File: src/rtl/player_hit_manager.sv
// Player hit manager: tracks remaining lives, grants a frame-counted
// invulnerability window with a blink after each non-fatal hit, and
// flags game over. All outputs are registered.
module player_hit_manager #(
  parameter int INIT_LIVES    = 3,
  parameter int LIVES_W       = 3,
  parameter int INVULN_FRAMES = 90,
  parameter int BLINK_PERIOD  = 8
) (
  input  logic               clk,
  input  logic               reset,
  input  logic               startOfFrame,
  input  logic               hitPulse,
  input  logic               restart,
  output logic [LIVES_W-1:0] lives,
  output logic               invulnerable,
  output logic               playerVisible,
  output logic               gameOver,
  output logic               lifeLostPulse
);

  localparam int INV_W = $clog2(INVULN_FRAMES + 1);
  localparam int BLK_W = $clog2(BLINK_PERIOD + 1);

  localparam logic [1:0] ST_ALIVE     = 2'd0;
  localparam logic [1:0] ST_INVULN    = 2'd1;
  localparam logic [1:0] ST_GAME_OVER = 2'd2;

  localparam logic [INV_W-1:0]   INV_LOAD   = INV_W'(INVULN_FRAMES);
  localparam logic [INV_W-1:0]   INV_ONE    = INV_W'(1);
  localparam logic [BLK_W-1:0]   BLK_LAST   = BLK_W'(BLINK_PERIOD - 1);
  localparam logic [BLK_W-1:0]   BLK_ONE    = BLK_W'(1);
  localparam logic [LIVES_W-1:0] LIVES_INIT = LIVES_W'(INIT_LIVES);
  localparam logic [LIVES_W-1:0] LIVES_ONE  = LIVES_W'(1);

  logic [1:0]         state_q, state_d;
  logic [LIVES_W-1:0] lives_q, lives_d;
  logic [INV_W-1:0]   inv_cnt_q, inv_cnt_d;
  logic [BLK_W-1:0]   blink_cnt_q, blink_cnt_d;
  logic               blink_phase_q, blink_phase_d;
  logic               hit_prev_q;
  logic               life_lost_q, life_lost_d;
  logic               invulnerable_q, invulnerable_d;
  logic               visible_q, visible_d;
  logic               game_over_q, game_over_d;
  logic               hit_edge_s;

  // Rising edge of the hit level; a level held across state changes never retriggers.
  assign hit_edge_s = hitPulse & ~hit_prev_q;

  // Next-state logic: restart wins over everything, then per-state behaviour.
  always_comb begin
    state_d       = state_q;
    lives_d       = lives_q;
    inv_cnt_d     = inv_cnt_q;
    blink_cnt_d   = blink_cnt_q;
    blink_phase_d = blink_phase_q;
    life_lost_d   = 1'b0;
    if (restart) begin
      state_d       = ST_ALIVE;
      lives_d       = LIVES_INIT;
      inv_cnt_d     = '0;
      blink_cnt_d   = '0;
      blink_phase_d = 1'b0;
    end else begin
      case (state_q)
        ST_ALIVE: begin
          if (hit_edge_s) begin
            life_lost_d = 1'b1;
            if (lives_q <= LIVES_ONE) begin
              lives_d = '0;
              state_d = ST_GAME_OVER;
            end else begin
              // Loading the window takes priority over a coincident frame start.
              lives_d       = lives_q - LIVES_ONE;
              state_d       = ST_INVULN;
              inv_cnt_d     = INV_LOAD;
              blink_cnt_d   = '0;
              blink_phase_d = 1'b0;
            end
          end else begin
            state_d = ST_ALIVE;
          end
        end
        ST_INVULN: begin
          if (startOfFrame) begin
            inv_cnt_d = inv_cnt_q - INV_ONE;
            if (blink_cnt_q == BLK_LAST) begin
              blink_cnt_d   = '0;
              blink_phase_d = ~blink_phase_q;
            end else begin
              blink_cnt_d = blink_cnt_q + BLK_ONE;
            end
            if (inv_cnt_q <= INV_ONE) begin
              state_d       = ST_ALIVE;
              inv_cnt_d     = '0;
              blink_cnt_d   = '0;
              blink_phase_d = 1'b0;
            end else begin
              state_d = ST_INVULN;
            end
          end else begin
            state_d = ST_INVULN;
          end
        end
        ST_GAME_OVER: begin
          lives_d = '0;
        end
        default: begin
          state_d = ST_ALIVE;
        end
      endcase
    end
  end

  // Output decode from the next state so every output comes straight from a flop.
  always_comb begin
    invulnerable_d = (state_d == ST_INVULN);
    game_over_d    = (state_d == ST_GAME_OVER);
    visible_d      = (state_d == ST_INVULN) ? blink_phase_d : 1'b1;
  end

  // State, counters and registered outputs.
  always_ff @(posedge clk or posedge reset) begin
    if (reset) begin
      state_q        <= ST_ALIVE;
      lives_q        <= LIVES_INIT;
      inv_cnt_q      <= '0;
      blink_cnt_q    <= '0;
      blink_phase_q  <= 1'b0;
      hit_prev_q     <= 1'b0;
      life_lost_q    <= 1'b0;
      invulnerable_q <= 1'b0;
      visible_q      <= 1'b1;
      game_over_q    <= 1'b0;
    end else begin
      state_q        <= state_d;
      lives_q        <= lives_d;
      inv_cnt_q      <= inv_cnt_d;
      blink_cnt_q    <= blink_cnt_d;
      blink_phase_q  <= blink_phase_d;
      hit_prev_q     <= hitPulse;
      life_lost_q    <= life_lost_d;
      invulnerable_q <= invulnerable_d;
      visible_q      <= visible_d;
      game_over_q    <= game_over_d;
    end
  end

  assign lives         = lives_q;
  assign invulnerable  = invulnerable_q;
  assign playerVisible = visible_q;
  assign gameOver      = game_over_q;
  assign lifeLostPulse = life_lost_q;

endmodule

File: config.mk
export PLATFORM = sky130hd
export DESIGN_NAME = player_hit_manager
export DESIGN_NICKNAME = d
export VERILOG_FILES = /design/src/rtl/player_hit_manager.sv
export SDC_FILE = /design/constraint.sdc
export NUM_CORES = 1
export LEC_CHECK = 0
export BUFFER_PORTS_ARGS = -buffer_cell sky130_fd_sc_hd__buf_4
export CORE_MARGIN = 5
export CORE_UTILIZATION = 57
export CTS_CLUSTER_SIZE = 20
export DETAILED_ROUTE_END_ITERATION = 7
export PLACE_DENSITY = 0.79
export SYNTH_ARGS = -nofsm -noshare
export SYNTH_HDL_FRONTEND = slang
export SYNTH_SLANG_ARGS = --single-unit
File: constraint.sdc
create_clock -name clk -period 2.87 [get_ports clk]
set_input_delay 0.4305 -clock clk [delete_from_list [all_inputs] [get_ports clk]]
set_output_delay 0.4305 -clock clk [all_outputs]
set_load 0.01 [all_outputs]
==> flow_summary.yaml, run 1 <==
layout:
  final_nets: 149
  n_fill_cell: 168
  layout_common_cells: "dfrtp_1 (19), o21ai_0 (11), buf_4 (11)"
  finalNonFillerCells: 165
  final_common_cell: "dfrtp_1"
  area_growth_syn_to_layout_pct: 10.26
  diodes: 0
  drive_above_1_share_pct: 16.67
placed_design:
  gp_congestion: 0.8626
  pre_cts_ws_ns: 0.6343
  io_buffers: 11
  post-place-cells: 161
  dpl.hpwl_mm: 1.855
clock_network:
  clkTransAtPathRegs_ns: 0.12
  clockBufferDepth: 2
  cts_made_buffers: 3
  cts_tree: "built"
  clock_latency_ns: 0.30
  cts-hold-fix-buffers: 0
  ctsResizeCount: 0
  cts_setup_buffers: 0
  clockRootBuffer: "clkbuf_4"
  clock_sinks: 22
  htreeDepth: 1
critical_path:
  cp_slowest_stage_delay_ns: 0.60
  r2r-start: "lives[1]"
  path_delay_family: "simple AND/OR/NAND/NOR gates"
  crit_path_cell_trace: "inv_1, ha_1, o21ba_2, nor3_2, or4_4, o311ai_2, o31ai_1"
  cp.arrival_ns: 2.44
  crit_buf_inv: 1
  cp.required_ns: 3.05
  startpoint: "lives[1]"
  endpoint_kind: "flip-flop"
  cp-start-kind: "flip-flop"
  slowest_stage: "or4_4"
  crit_fanout: 8
  worst-setup-path-type: "reg2reg"
synthesis:
  yosys_warnings: 0
  synthDistinctLibCells: 40
  synth_edf_count: 0
  synth.area.top_cells: "dfrtp_1 (39%), dfstp_2 (6.5%), ha_1 (5.1%), o21ai_0 (4.5%), nor2_1 (3.1%)"
  ys_seq_area_share_pct: 45.44
  synth.largest_area_cell: "dfrtp_1"
  ys.flop_type: "dfrtp_1"
  syn_area_per_cell_um2: 9.531
  synth_top_area_share_pct: 38.97
  ys_seq_elements: 22
  syn-cell-area_um2: 1220
  syn_nets: 138
  synth_cells: 128
  async_flop_share_pct: 100.0
timing:
  timing.fmax_mhz: 443.7
  hold_viol: 0
  skew_ns: 0.005968
  worst_pin_slew_ns: 0.7994
  relSlewSlack_pct: 46.65
  tns_ns: 0
  timing.final.crit_share_pct: 78.53
  rsz0062_at_grt: "no"
  setup_ws_ns: 0.6162
  fin_crit_ns: 2.254
  setup_viol: 0
  drv_slew: 0
global_route:
  track_usage_pct: 16.65
  overflow: 0
  first_global_vias: 914
  grt_max_degree: 23
  grt_pass1_wl_mm: 4.222
  antenna_found_initial: 0
drt:
  first_pass_iters: 4
  viasPerCell: 6.230
  dr.first_iter.drc_count: 43
  post_drt_wl_per_cell_um: 15.02
  route.detailed.drc: 0
  drt-total-wl_mm: 2.479
  via_count: 1028
  drtAntennaViolNets: 0
die:
  fp.dieH_um: 56.26
  initial_core_util_pct: 60.94
  pin_count: 12
  dieWidth_um: 56.26
  coreArea_um2: 2002
  die_area_um2: 3165
  rows: 16
pwr:
  vdd_drop_max_mv: 0.3142
  power_density_nw_per_um2: 516.2
  p_leak_nw: 0.6189
job:
  cap_violations: 0
hold_path:
  min_from: "hitPulse"
  hold_class: "in2reg"
status:
  status: "complete, no violations"
-- cell families (layout without fill, tap and decap cells) --
kind of cell | after synthesis | in the layout | share of synthesized area, %
simple gates | 45 | 45 | 19.18
buf+inv | 13 | 23 | 4.718
fa+ha+maj | 5 | 5 | 5.128
compound gates | 43 | 43 | 25.54
flops | 22 | 22 | 45.44
-- worst paths after layout --
| path | endpoint | slack [ns] | cells past startpoint |
|---|---|---|---|
| hold reg to reg | blink_cnt_q[3] | 0.53 | 1 |
| setup reg to reg | inv_cnt_q[6] | 0.62 | 7 |
| max in group asynchronous | inv_cnt_q[4] | 2.10 | 2 |
| min in group asynchronous | lives[2] | 0.27 | 2 |
| setup / recovery | inv_cnt_q[6] | 0.62 | 7 |
| hold / removal | hit_prev_q | 0.24 | 1 |
-- Yosys cell counts (all sizes together), types with 2 or more instances --
cell     n
clkbuf   3
buf      2
o21ai   11
nor2b    3
ha       5
o31ai    4
and3     2
o311ai   2
a311oi   2
nor3     8
dfstp    3
a21oi    6
dfrtp   19
nand3    5
nand4    2
nor4     2
inv      8
nor2    10
nand2    7
a22o     2
o41ai    2
a31oi    2
nand2b   2
o22ai    2
-- sequential cells by signal, summed over array words and instances (netlist names) --
signal         cells
blink_cnt_q        4
blink_phase_q      1
gameOver           1
hit_prev_q         1
inv_cnt_q          7
invulnerable       1
lifeLostPulse      1
lives              3
playerVisible      1
state_q            2
-- per-stage QoR --
| stage | power [W] | utilization (%) | area (um^2) | hold slack (ns) |
|---|---|---|---|---|
| final | 0.0006943 | 67.19 | 1345 | 0.2423 |
| after global routing | 0.0007393 | 67.19 | 1345 | 0.2209 |
| after CTS | 0.0006972 | 67.19 | 1345 | 0.2380 |
| after detailed placement | 0.0005317 | 65.38 | 1309 | 0.5042 |
| after global placement | 0.0005250 | 65.38 | 1309 | 0.4921 |
| after floorplan | 0.0004882 | - | 1220 | 0.4175 |
-- area by class of cell --
| type | count | area [um^2] | area share (%) |
|---|---|---|---|
| Inverter | 8 | 30.03 | 2.233 |
| Timing Repair Buffer | 11 | 82.58 | 6.140 |
| Tap cell | 27 | 33.78 | 2.512 |
| Multi-Input combinational cell | 93 | 608.1 | 45.21 |
| Clock buffer | 4 | 36.28 | 2.698 |
| Sequential cell | 22 | 554.3 | 41.21 |
-- routing by layer --
metal	track usage (%)	part of all wire (%)	up-vias
met4	6.102	1.2	0
li1	-	-	501
met3	2.752	5.7	4
met2	25.38	47	42
met1	23.76	46	481
met5	0	0	-
-- report_power, final --
part | switching [W] | total, W | internal [W] | leakage, nW
Sequential | 0.0000226 | 0.000356 | 0.000333 | 0.289
Clock | 0.0000877 | 0.000165 | 0.0000773 | 0.0210
Combinational | 0.000109 | 0.000173 | 0.0000640 | 0.309
Note: power is estimated with default switching activity, not from simulation.
==> run 2: changes to the inputs <==
--- a/config.mk
+++ b/config.mk
@@ -7,10 +7,10 @@
 export LEC_CHECK = 0
 export BUFFER_PORTS_ARGS = -buffer_cell sky130_fd_sc_hd__buf_4
 export CORE_MARGIN = 5
-export CORE_UTILIZATION = 57
+export CORE_UTILIZATION = 51
 export CTS_CLUSTER_SIZE = 20
 export DETAILED_ROUTE_END_ITERATION = 7
-export PLACE_DENSITY = 0.79
+export PLACE_DENSITY = 0.75
 export SYNTH_ARGS = -nofsm -noshare
 export SYNTH_HDL_FRONTEND = slang
 export SYNTH_SLANG_ARGS = --single-unit
==> constraint.sdc (replaced) <==
create_clock -name clk -period 2 [get_ports clk]
set_input_delay 0.3 -clock clk [delete_from_list [all_inputs] [get_ports clk]]
set_output_delay 0.3 -clock clk [all_outputs]
set_load 0.01 [all_outputs]
==> run 2 against run 1 <==
Effect of this change:
- the run now ends with negative setup slack left
- final area rose by 6.9%
- sequential power rose by 44%
- critical path depth stayed put
- largest power group unchanged
- first-iteration DRC count fell by 16%
- die area rose by 9.6%
- hold slack got worse by 0.24 ns
- count of clock-buffer cells in the layout did not move
==> flow_summary.yaml, run 2 (synthesized netlist as in run 1, its figures left out) <==
placed_design:
  io_buffers: 11
  gp_congestion: 0.8016
  placed_cell_area_um2: 1379
  dpl.hpwl_mm: 1.921
  post-place-cells: 170
critical_path:
  cp_slowest_stage_delay_ns: 0.56
  worst-setup-path-type: "reg2reg"
  cp.arrival_ns: 2.25
  crit_path_cell_trace: "inv_2, ha_2, o21ba_4, nor3_2, or4_4, o311ai_2, o31ai_1"
  crit_fanout: 8
  endpoint_kind: "flip-flop"
  slowest_stage: "dfstp_2"
  cp-start-kind: "flip-flop"
  cp.required_ns: 2.21
  worst_r2r_path_depth: 7
pwr:
  p_leak_nw: 0.6620
  cell_internal_pwr_w: 0.0006811
  power_switching_w: 0.0003420
  p_clk_share_pct: 21.6
  power_density_nw_per_um2: 711.7
  vdd_drop_max_mv: 0.4551
  seqPwrFrac_pct: 50.0
  swShare_pct: 33.43
  pwr-share-comb_pct: 28.5
global_route:
  track_usage_pct: 17.07
  antenna_found_initial: 0
  overflow: 0
  grt_max_degree: 23
  grt_pass1_wl_mm: 4.540
  first_global_vias: 1014
timing:
  drv_slew: 0
  fin_crit_ns: 2.043
  setup_ws_ns: -0.04254
  hold-worst-slack_ns: 0.004190
  worst_pin_slew_ns: 0.4527
  rsz0062_at_grt: "yes"
  relSlewSlack_pct: 69.82
  skew_ns: 0.005018
  hold_viol: 0
  setup_viol: 3
  timing.fmax_mhz: 489.6
  timing.final.crit_share_pct: 102.1
layout:
  diodes: 0
  top_register: "inv_cnt_q"
  final_nets: 158
  finalNonFillerCells: 175
  n_fill_cell: 190
  area_growth_syn_to_layout_pct: 17.85
  drive_above_1_share_pct: 25.17
  layout_common_cells: "buf_4 (20), dfrtp_1 (19), nor2_1 (10), o21ai_0 (10)"
  largest_register_ffs: 7
  final_common_cell: "buf_4"
  design_area_um2: 1438
drt:
  drtAntennaViolNets: 0
  first_pass_iters: 5
  dr.first_iter.drc_count: 36
  via_count: 1090
  drt-total-wl_mm: 2.675
  viasPerCell: 6.229
  route.detailed.drc: 0
  post_drt_wl_per_cell_um: 15.29
job:
  cap_violations: 0
clock_network:
  clkTransAtPathRegs_ns: 0.13
  cts_made_buffers: 3
  clockRootBuffer: "clkbuf_4"
  cts-hold-fix-buffers: 0
  clockBufferDepth: 2
  htreeDepth: 1
  clock_latency_ns: 0.32
  clock_sinks: 22
  cts_tree: "built"
die:
  dieWidth_um: 58.91
  rows: 17
  die_area_um2: 3470
  fp.dieH_um: 58.91
  initial_core_util_pct: 54.11
  pin_count: 12
  coreArea_um2: 2255
hold_path:
  hold_class: "in2async"
status:
  violations: "negative setup slack"
  status: "finished with violations"
-- run 2: cell count changes in the layout (fill, tap and decap cells not counted), sizes merged --
cell,previous run,this run
buf,11,20
-- run 2: layout make-up --
type,count,area (um^2),area share (%)
multi-input combinational,93,641.9,44.65
sequential,22,554.3,38.56
tap,28,35.03,2.437
clock buffer,4,26.28,1.828
timing repair buffer,20,150.1,10.44
inverter,8,30.03,2.089
-- run 2: what timing repair did --
action,CTS,global route
setup buffers,0,1
gates resized for setup,2,3
setup endpoints to repair,9,10
pin swaps,4,3
-- run 2: critical path, delay by kind of cell (launching register included) --
family	cells	cell delay [ns]
AOI/OAI and AO/OA	3	0.57
adders and majority gates	1	0.15
DFF	1	0.56
and+or+nand+nor	2	0.60
buffers and inverters	1	0.04
-- run 2: worst paths after layout --
path	from	end	slack (ns)
worst max-delay path	lives[1]	inv_cnt_q[3]	-0.04
worst min-delay path	reset	blink_cnt_q[2]	0.004
worst max register to register	lives[1]	inv_cnt_q[3]	-0.04
worst min register to register	blink_cnt_q[3]	blink_cnt_q[3]	0.52
max in group asynchronous	reset	playerVisible	1.71
min in group clk	hitPulse	hit_prev_q	0.10
-- run 2: power groups by stage --
stage,clock network (W),registers [W],logic (W)
6_report,0.000221,0.000511,0.000291
3_3_place_gp,0,0.000517,0.000270
4_1_cts,0.000223,0.000510,0.000284
5_1_grt,0.000242,0.000516,0.000326
3_5_place_dp,0,0.000518,0.000278
2_1_floorplan,0,0.000513,0.000192
-- run 2: per-stage QoR --
stage / power (W) / setup WS [ns] / TNS [ns] / utilization, %
2_1_floorplan: 0.0007046 / -0.1308 / -0.3264 / -
3_3_place_gp: 0.0007870 / -0.03100 / -0.07959 / 61.15
3_5_place_dp: 0.0007959 / -0.08687 / -0.2495 / 61.15
4_1_cts: 0.001017 / -0.03894 / -0.09507 / 62.82
5_1_grt: 0.001083 / -0.1078 / -0.3599 / 63.76
6_report: 0.001023 / -0.04254 / -0.07989 / 63.76
-- run 2: routing by layer --
layer  part of all wire, %  GRT usage (%)  routed length, um
met4                   2.1          10.03                 55
met1                    43          20.82               1145
met3                   4.9          2.632                131
met2                    50          28.23               1343
met5                     0              0                  0
==> run 3: changes to the inputs <==
--- a/config.mk
+++ b/config.mk
@@ -7,10 +7,11 @@
 export LEC_CHECK = 0
 export BUFFER_PORTS_ARGS = -buffer_cell sky130_fd_sc_hd__buf_4
 export CORE_MARGIN = 5
-export CORE_UTILIZATION = 51
+export CORE_UTILIZATION = 61
 export CTS_CLUSTER_SIZE = 20
 export DETAILED_ROUTE_END_ITERATION = 7
-export PLACE_DENSITY = 0.75
+export GPL_ROUTABILITY_DRIVEN = 0
+export PLACE_DENSITY = 0.84
 export SYNTH_ARGS = -nofsm -noshare
 export SYNTH_HDL_FRONTEND = slang
 export SYNTH_SLANG_ARGS = --single-unit
==> constraint.sdc (replaced) <==
create_clock -name clk -period 2.5 [get_ports clk]
set_input_delay 0.375 -clock clk [delete_from_list [all_inputs] [get_ports clk]]
set_output_delay 0.375 -clock clk [all_outputs]
set_load 0.01 [all_outputs]
==> run 3 against run 2 <==
Effect of this change:
- final area down 7.1%
- count of clock-buffer cells in the layout unchanged
- critical path type unchanged
- routed wire length down 4.6%
- the run now ends clean
==> flow_summary.yaml, run 3 (synthesized netlist as in run 1, its figures left out) <==
critical_path:
  crit_fanout: 8
  cp.required_ns: 2.68
  worst-setup-path-type: "reg2reg"
  cp-start-kind: "flip-flop"
  endpoint_kind: "flip-flop"
  cp.arrival_ns: 2.44
layout:
  layout_common_cells: "dfrtp_1 (19), o21ai_0 (11), buf_4 (11)"
  top_register: "inv_cnt_q"
  final_common_cell: "dfrtp_1"
  finalNonFillerCells: 165
  largest_register_ffs: 7
  final_nets: 149
  area_growth_syn_to_layout_pct: 9.436
  drive_above_1_share_pct: 15.94
  diodes: 0
clock_network:
  cts-hold-fix-buffers: 0
  clockRootBuffer: "clkbuf_4"
  clock_latency_ns: 0.31
  clockBufferDepth: 2
  ctsResizeCount: 0
  cts_tree: "built"
  cts_made_buffers: 3
  cts_setup_buffers: 0
  htreeDepth: 1
  clkTransAtPathRegs_ns: 0.11
  clock_sinks: 22
drt:
  via_count: 1035
  drtAntennaViolNets: 0
  drt-total-wl_mm: 2.552
  route.detailed.drc: 0
  viasPerCell: 6.273
  first_pass_iters: 4
  post_drt_wl_per_cell_um: 15.47
  dr.first_iter.drc_count: 42
global_route:
  first_global_vias: 1021
  grt_max_degree: 23
  grt_pass1_wl_mm: 4.491
  antenna_found_initial: 0
  track_usage_pct: 21.02
  overflow: 0
status:
  status: "complete, no violations"
die:
  fp.dieH_um: 54.72
  die_area_um2: 2994
  dieWidth_um: 54.72
  coreArea_um2: 1942
  pin_count: 12
  initial_core_util_pct: 62.82
  rows: 16
timing:
  timing.final.crit_share_pct: 90.27
  relSlewSlack_pct: 46.84
  tns_ns: 0
  worst_pin_slew_ns: 0.7965
  hold-worst-slack_ns: 0.1801
  drv_slew: 0
  fin_crit_ns: 2.257
  timing.fmax_mhz: 443.1
  skew_ns: 0.01026
  rsz0062_at_grt: "no"
  hold_viol: 0
  setup_viol: 0
pwr:
  p_leak_nw: 0.6129
  vdd_drop_max_mv: 0.4528
  power_density_nw_per_um2: 579.3
hold_path:
  hold_class: "in2reg"
job:
  cap_violations: 0
placed_design:
  dpl.hpwl_mm: 1.907
  io_buffers: 11
  post-place-cells: 161
[run 3: final cells by class]
type,count,area (um^2)
flip-flops and latches,22,554.3
fillers,169,606.8
clock buffers,4,26.28
inverters,8,30.03
well taps,27,33.78
multi-input cells,93,608.1
repair buffers,11,82.58
[run 3: layer usage]
layer | track usage, % | vias to the layer above | wire length [um]
met1 | 25.43 | 488 | 1125
met3 | 2.725 | 7 | 107
met5 | 0 | - | 0
met2 | 35.83 | 33 | 1250
li1 | - | 507 | -
met4 | 11.20 | 0 | 69
[run 3: worst max-delay path, cell delays in order (launching register included)]
cell,delay (ns)
dfstp_2,0.57
inv_1,0.07
ha_1,0.18
o21ba_2,0.26
nor3_2,0.06
or4_4,0.60
o311ai_2,0.27
o31ai_1,0.12
[run 3: path summary, 6_finish.rpt]
path | startpoint | end | slack, ns | cells past startpoint
setup / recovery | lives[1] | inv_cnt_q[6] | 0.24 | 7
hold / removal | hitPulse | hit_prev_q | 0.18 | 1
setup reg to reg | lives[1] | inv_cnt_q[6] | 0.24 | 7
hold reg to reg | blink_cnt_q[3] | blink_cnt_q[3] | 0.52 | 1
max in group asynchronous | reset | lives[2] | 1.79 | 2
min in group asynchronous | reset | hit_prev_q | 0.21 | 2
[run 3: per-stage QoR]
stage | instance area (um^2) | utilization [%] | total power (W) | setup WS (ns)
floorplan | 1220 | - | 0.0005605 | 0.3098
global placement | 1309 | 67.40 | 0.0006021 | 0.3633
detailed placement | 1309 | 67.40 | 0.0006132 | 0.2772
CTS | 1335 | 68.75 | 0.0007808 | 0.2472
global route | 1335 | 68.75 | 0.0008225 | 0.1632
finish | 1335 | 68.75 | 0.0007734 | 0.2433
[run 3: report_power, final]
part           internal, W  switching, W
Sequential        0.000383     0.0000258
Combinational    0.0000736      0.000129
Clock            0.0000623     0.0000997
